### config.mk
export PLATFORM = sky130hd
export DESIGN_NAME = uart_boot_loader_flat
export DESIGN_NICKNAME = d
export VERILOG_FILES = /design/src/rtl/uart_boot_loader_if.sv /design/src/rtl/uart_boot_loader.sv /design/src/flat_wrapper.sv
export SDC_FILE = /design/constraint.sdc
export NUM_CORES = 1
export LEC_CHECK = 0
export ABC_AREA = 1
export CORE_AREA = 2 2 145 90
export CTS_BUF_LIST = sky130_fd_sc_hd__clkbuf_4 sky130_fd_sc_hd__clkbuf_8 sky130_fd_sc_hd__clkbuf_16
export DETAILED_ROUTE_END_ITERATION = 7
export DIE_AREA = 0 0 147 92
export DONT_BUFFER_PORTS = 1
export SLEW_MARGIN = 5
export SYNTH_ARGS = -nofsm -noshare
export SYNTH_HDL_FRONTEND = slang
export SYNTH_SLANG_ARGS = --single-unit
### constraint.sdc
create_clock -name clk -period 2.9 [get_ports clk]
set_input_delay 0.145 -clock clk [delete_from_list [all_inputs] [get_ports clk]]
set_output_delay 0.145 -clock clk [all_outputs]
set_load 0.1 [all_outputs]
### src/rtl/uart_boot_loader_if.sv
`default_nettype none
// ============================================================================
// Module      : uart_boot_loader_if
// Description : UART byte input and RAM write / boot status bundle for the
//               boot loader.
// Revision    : 1.0 - initial release
// ============================================================================
interface uart_boot_loader_if #(
    parameter int ADDR_W = 12
);
    logic [7:0]        rx_data;
    logic              rx_valid;
    logic [ADDR_W-1:0] ram_addr;
    logic [31:0]       ram_wdata;
    logic              ram_wen;
    logic              cpu_hold;
    logic              boot_done;
    logic              boot_err;
    logic [15:0]       words_loaded;

    modport master (
        output rx_data, rx_valid,
        input  ram_addr, ram_wdata, ram_wen, cpu_hold, boot_done, boot_err, words_loaded
    );

    modport slave (
        input  rx_data, rx_valid,
        output ram_addr, ram_wdata, ram_wen, cpu_hold, boot_done, boot_err, words_loaded
    );
endinterface
`default_nettype wire

### src/rtl/uart_boot_loader.sv
`default_nettype none
// ============================================================================
// Module      : uart_boot_loader
// Description : Loads a UART program image (SYNC, LEN, LEN words) into RAM and
//               holds the core in reset until done. Define BOOT_CHECKSUM_EN
//               to require a trailing XOR checksum byte.
// Revision    : 1.0 - initial release
// ============================================================================
module uart_boot_loader #(
    parameter int                ADDR_W    = 12,
    parameter logic [ADDR_W-1:0] BASE_ADDR = '0,
    parameter int                MAX_WORDS = 1024,
    parameter logic [7:0]        SYNC_BYTE = 8'hA5
) (
    input  wire logic        clk,
    input  wire logic        rst,
    uart_boot_loader_if.slave bus
);

    localparam logic [2:0] S_IDLE   = 3'd0;
    localparam logic [2:0] S_LEN_LO = 3'd1;
    localparam logic [2:0] S_LEN_HI = 3'd2;
    localparam logic [2:0] S_DATA   = 3'd3;
    localparam logic [2:0] S_CSUM   = 3'd4;
    localparam logic [2:0] S_LAST   = 3'd5;
    localparam logic [2:0] S_DONE   = 3'd6;
    localparam logic [2:0] S_ERR    = 3'd7;

    logic [2:0]        r_state,     w_state;
    logic [15:0]       r_len,       w_len;
    logic [1:0]        r_idx,       w_idx;
    logic [31:0]       r_word,      w_word;
    logic [ADDR_W-1:0] r_ram_addr,  w_ram_addr;
    logic [31:0]       r_ram_wdata, w_ram_wdata;
    logic              r_ram_wen,   w_ram_wen;
    logic              r_cpu_hold,  w_cpu_hold;
    logic              r_boot_done, w_boot_done;
    logic              r_boot_err,  w_boot_err;
    logic [15:0]       r_words,     w_words;
`ifdef BOOT_CHECKSUM_EN
    logic [7:0]        r_csum,      w_csum;
`endif

    logic        w_sync;
    logic [15:0] w_len_full;

    assign w_sync     = bus.rx_valid && (bus.rx_data == SYNC_BYTE);
    assign w_len_full = {bus.rx_data, r_len[7:0]};

    always_comb begin
        w_state     = r_state;
        w_len       = r_len;
        w_idx       = r_idx;
        w_word      = r_word;
        w_ram_addr  = r_ram_addr;
        w_ram_wdata = r_ram_wdata;
        w_ram_wen   = 1'b0;
        w_cpu_hold  = r_cpu_hold;
        w_boot_done = r_boot_done;
        w_boot_err  = r_boot_err;
        w_words     = r_words;
`ifdef BOOT_CHECKSUM_EN
        w_csum      = r_csum;
`endif
        case (r_state)
            S_IDLE, S_DONE, S_ERR, S_LAST: begin
                if (w_sync) begin
                    w_state     = S_LEN_LO;
                    w_words     = '0;
                    w_boot_done = 1'b0;
                    w_boot_err  = 1'b0;
                    w_cpu_hold  = 1'b1;
`ifdef BOOT_CHECKSUM_EN
                    w_csum      = '0;
`endif
                end else if (r_state == S_LAST) begin
                    // Release the core only once the final write pulse is over.
                    w_state     = S_DONE;
                    w_cpu_hold  = 1'b0;
                    w_boot_done = 1'b1;
                end
            end
            S_LEN_LO: begin
                if (bus.rx_valid) begin
                    w_len[7:0] = bus.rx_data;
                    w_state    = S_LEN_HI;
                end
            end
            S_LEN_HI: begin
                if (bus.rx_valid) begin
                    w_len = w_len_full;
                    w_idx = '0;
                    if (w_len_full > 16'(MAX_WORDS)) begin
                        w_state    = S_ERR;
                        w_boot_err = 1'b1;
                        w_cpu_hold = 1'b1;
                    end else if (w_len_full == 16'd0) begin
`ifdef BOOT_CHECKSUM_EN
                        w_state     = S_CSUM;
`else
                        w_state     = S_DONE;
                        w_cpu_hold  = 1'b0;
                        w_boot_done = 1'b1;
`endif
                    end else begin
                        w_state = S_DATA;
                    end
                end
            end
            S_DATA: begin
                if (bus.rx_valid) begin
                    w_word[{r_idx, 3'b000} +: 8] = bus.rx_data;
                    w_idx                        = r_idx + 2'd1;
`ifdef BOOT_CHECKSUM_EN
                    w_csum = r_csum ^ bus.rx_data;
`endif
                    if (r_idx == 2'd3) begin
                        w_ram_wdata = w_word;
                        w_ram_addr  = BASE_ADDR + ADDR_W'({r_words, 2'b00});
                        w_ram_wen   = 1'b1;
                        w_words     = r_words + 16'd1;
                        if ((r_words + 16'd1) == r_len) begin
`ifdef BOOT_CHECKSUM_EN
                            w_state = S_CSUM;
`else
                            w_state = S_LAST;
`endif
                        end
                    end
                end
            end
            S_CSUM: begin
`ifdef BOOT_CHECKSUM_EN
                if (bus.rx_valid) begin
                    if (bus.rx_data == r_csum) begin
                        w_state     = S_DONE;
                        w_cpu_hold  = 1'b0;
                        w_boot_done = 1'b1;
                    end else begin
                        w_state    = S_ERR;
                        w_boot_err = 1'b1;
                        w_cpu_hold = 1'b1;
                    end
                end
`else
                w_state = S_IDLE;
`endif
            end
            default: w_state = S_IDLE;
        endcase
    end

    always_ff @(posedge clk) begin
        if (rst) begin
            r_state     <= S_IDLE;
            r_len       <= '0;
            r_idx       <= '0;
            r_word      <= '0;
            r_ram_addr  <= BASE_ADDR;
            r_ram_wdata <= '0;
            r_ram_wen   <= 1'b0;
            r_cpu_hold  <= 1'b1;
            r_boot_done <= 1'b0;
            r_boot_err  <= 1'b0;
            r_words     <= '0;
`ifdef BOOT_CHECKSUM_EN
            r_csum      <= '0;
`endif
        end else begin
            r_state     <= w_state;
            r_len       <= w_len;
            r_idx       <= w_idx;
            r_word      <= w_word;
            r_ram_addr  <= w_ram_addr;
            r_ram_wdata <= w_ram_wdata;
            r_ram_wen   <= w_ram_wen;
            r_cpu_hold  <= w_cpu_hold;
            r_boot_done <= w_boot_done;
            r_boot_err  <= w_boot_err;
            r_words     <= w_words;
`ifdef BOOT_CHECKSUM_EN
            r_csum      <= w_csum;
`endif
        end
    end

    assign bus.ram_addr     = r_ram_addr;
    assign bus.ram_wdata    = r_ram_wdata;
    assign bus.ram_wen      = r_ram_wen;
    assign bus.cpu_hold     = r_cpu_hold;
    assign bus.boot_done    = r_boot_done;
    assign bus.boot_err     = r_boot_err;
    assign bus.words_loaded = r_words;

endmodule
`default_nettype wire

### src/flat_wrapper.sv
// flat-port wrapper written by rule: the top's interface ports become plain ports
module uart_boot_loader_flat 
#(
    parameter int                ADDR_W    = 12,
    parameter logic [ADDR_W-1:0] BASE_ADDR = '0,
    parameter int                MAX_WORDS = 1024,
    parameter logic [7:0]        SYNC_BYTE = 8'hA5
)
  (clk, rst, bus_rx_data, bus_rx_valid, bus_ram_addr, bus_ram_wdata, bus_ram_wen, bus_cpu_hold, bus_boot_done, bus_boot_err, bus_words_loaded);
  uart_boot_loader_if #(.ADDR_W(ADDR_W)) bus_i ();
  input  wire logic clk;
  input  wire logic rst;
  input wire logic [$bits(bus_i.rx_data)-1:0] bus_rx_data;
  input wire logic [$bits(bus_i.rx_valid)-1:0] bus_rx_valid;
  output wire logic [$bits(bus_i.ram_addr)-1:0] bus_ram_addr;
  output wire logic [$bits(bus_i.ram_wdata)-1:0] bus_ram_wdata;
  output wire logic [$bits(bus_i.ram_wen)-1:0] bus_ram_wen;
  output wire logic [$bits(bus_i.cpu_hold)-1:0] bus_cpu_hold;
  output wire logic [$bits(bus_i.boot_done)-1:0] bus_boot_done;
  output wire logic [$bits(bus_i.boot_err)-1:0] bus_boot_err;
  output wire logic [$bits(bus_i.words_loaded)-1:0] bus_words_loaded;
  assign bus_i.rx_data = bus_rx_data;
  assign bus_i.rx_valid = bus_rx_valid;
  assign bus_ram_addr = bus_i.ram_addr;
  assign bus_ram_wdata = bus_i.ram_wdata;
  assign bus_ram_wen = bus_i.ram_wen;
  assign bus_cpu_hold = bus_i.cpu_hold;
  assign bus_boot_done = bus_i.boot_done;
  assign bus_boot_err = bus_i.boot_err;
  assign bus_words_loaded = bus_i.words_loaded;
  uart_boot_loader #(.ADDR_W(ADDR_W), .BASE_ADDR(BASE_ADDR), .MAX_WORDS(MAX_WORDS), .SYNC_BYTE(SYNC_BYTE)) u_core (.clk(clk), .rst(rst), .bus(bus_i));
endmodule
==> out/qor.yml <==
power:
  vdd_drop_max_mv: 0.774
  fin_total_pwr_uw: 5360
  power_density_nw_per_um2: 821
  p_leak_uw: 0.00266
final_layout:
  nets: 801
  final_area_um2: 6530
  nFillCells: 1201
  final_cell_mix: "120 x nand2_1, 115 x dfxtp_1, 103 x a21oi_1"
  insertedDiodeCount: 0
  syn_to_final_growth_pct: 21.3
  final_common_cell: "nand2_1"
  drive_gt1_frac: 0.139
place:
  io_buffer_count: 0
  hpwlAfterDp_um: 11100
  post_dp_cell_area_um2: 5830
  place.gp.congestion: 0.892
grt:
  grt_pass1_vias: 4821
  grt.total_usage: 0.238
  grt_overflow_total: 0
  antenna_found_initial: 0
  grt_pass1_wl_um: 25300
  grt_max_degree: 66
floorplanning:
  core_region_area_um2: 12400
  dieArea_um2: 13500
  die_w_um: 147
  io-pin-count: 75
  start_util: 0.434
  row_count: 32
  die_h_um: 92
clock_network:
  cts_tree: "yes"
  cts_max_level: 4
  cts_buffers: 17
  clk_latency_ns: 0.41
  post_cts_buffers: 0
  clkTransAtPathRegs_ns: 0.06
  root_buffer: "clkbuf_16"
  cts_buffer_depth: 2
  cts_sinks: 115
drt:
  drtAntennaViolNets: 0
  met1_length_um: 7910
  wl_met3_um: 1450
  drt_first_pass_iters: 5
  wl_met2_um: 6160
  drtIter0Drc: 602
  drt_wl_total_um: 15700
  vias: 5277
  via_per_inst: 5.46
  topRoutingLayerUsed: "met4"
  wl_per_cell_um: 16.2
  drc_errors: 0
synth:
  ys_seq_area_frac: 0.427
  synth-compound-area-share: 0.234
  synth_fa_ha_area_frac: 0.0163
  synth_top_family_by_area: "compound AO/OA/AOI/OAI gates"
  synthesis.area_um2: 5390
  synth-seq-cells: 115
  muxShareOfSynthArea: 0
  syn_inst: 745
  ys_types: 33
  syn_area_per_cell_um2: 7.23
  yosys.area_share.simple: 0.234
  synth_warnings: 0
  synthXorXnorAreaFrac: 0.00325
timing:
  worstMarginPinSlew_ns: 1.10
  max-slew-margin-rel: 0.261
  final_max_slew_viol_count: 0
  min_period_over_period: 0.788
  rsz0062_at_grt: "false"
  finalClockSkew_ns: 0.0112
  min_period_ns: 2.29
  clock.fmax_mhz: 437
  setup_violations: 0
  tns_ns: 0
  report.final.hold_viol_count: 0
hold_path:
  hp-class: "in2reg"
worst_setup_path:
  cp.arrival_ns: 2.63
  cp-end-kind: "flop"
  cp_data_required_time_ns: 3.24
  crit_fanout: 5
  path_class: "reg2reg"
  start_kind: "flop"
job:
  max_cap_violations: 0
outcome:
  status: "completed"
through the flow:
stage	instances	worst slack (ns)	hold WS, ns	utilization
global placement	932	0.779	0.220	0.470
CTS	966	0.694	0.0534	0.526
floorplan	746	0.276	0.305	-
finish	966	0.614	0.0655	0.526
detailed placement	932	0.720	0.225	0.470
global route	966	0.428	0.0792	0.526
synth_stat cells (all sizes together):
cell,n,area share
o21ai,93,0.089
or2,1,0.0012
nor4,5,0.0086
xnor2,1,0.0016
nand2,124,0.088
a22oi,29,0.040
buf,14,0.016
nand3b,2,0.0028
clkbuf,22,0.015
nand4,8,0.0093
dfxtp,115,0.43
a211oi,1,0.0014
conb,1,0.00070
nor3,17,0.016
o21bai,1,0.0021
clkinv,2,0.0014
a21o,1,0.0014
a21oi,104,0.099
xor2,1,0.0016
a221oi,1,0.0016
nor2,58,0.049
inv,73,0.051
ha,7,0.016
nand3,64,0.059
report_power, final:
group	internal, uW	switching, uW	leakage [uW]	total, uW
Combinational	313	787	0.00141	1100
Clock	1640	746	0.000327	2390
Sequential	1700	170	0.000929	1870
final cells by class:
| cell class | instances | area, um2 | area share |
|---|---|---|---|
| Timing Repair Buffer | 54 | 423 | 0.0647 |
| Multi-Input combinational cell | 520 | 2640 | 0.403 |
| Sequential cell | 115 | 2300 | 0.352 |
| Clock inverter | 13 | 231 | 0.0354 |
| Inverter | 75 | 282 | 0.0431 |
| Clock buffer | 19 | 447 | 0.0684 |
| Tap cell | 170 | 213 | 0.0326 |
flip-flops by register name, summed over array words and instances (netlist names):
signal / count
u_core.r_word: 32
u_core.bus.ram_wen: 1
u_core.bus.boot_err: 1
u_core.bus.ram_addr: 10
u_core.bus.ram_wdata: 32
u_core.bus.cpu_hold: 1
u_core.bus.words_loaded: 16
u_core.bus.boot_done: 1
u_core.r_idx: 2
u_core.r_len: 16
u_core.r_state: 3
worst max-delay path, cell delays in order, from the launching register on:
cell and delay, ns:
dfxtp_1 0.35, buf_4 0.33, nand2_1 0.11, nor2_2 0.21, nand2_1 0.14, nor2_1 0.25, nand2_1 0.13, nand3_1 0.12
nand2_1 0.05, nand2_1 0.08, nor2_1 0.05, nand3_1 0.08, nand2_2 0.08, nand3_1 0.09, nand2_1 0.05, nor2_1 0.09
what timing repair did:
action / CTS / global route
hold endpoints to repair: 23 / 0
resized for setup: 0 / 0
hold buffers: 2 / 0
setup endpoints to repair: 0 / 0
cells by family after synthesis:
family | Yosys count
flip-flops | 115
other | 1
buffers and inverters | 111
AO/OA/AOI/OAI | 230
XOR/XNOR | 2
AND/OR/NAND/NOR | 279
adder cells (fa/ha/maj) | 7
metal layers:
layer / global-route usage / vias up
li1: - / 2614
met1: 0.370 / 2422
met5: 0 / -
met2: 0.314 / 216
met4: 0.0681 / 0
met3: 0.0677 / 25
final timing paths:
kind                               start                          end  slack (ns)  cells after the start
max           u_core.bus.words_loaded[1]            u_core.r_state[2]        0.61                     15
min                       bus_rx_data[3]             u_core.r_len[11]        0.07                      2
max reg2reg   u_core.bus.words_loaded[1]            u_core.r_state[2]        0.61                     15
min reg2reg  u_core.bus.words_loaded[14]  u_core.bus.words_loaded[14]        0.52                      2
(Power assumes the default switching activity.)
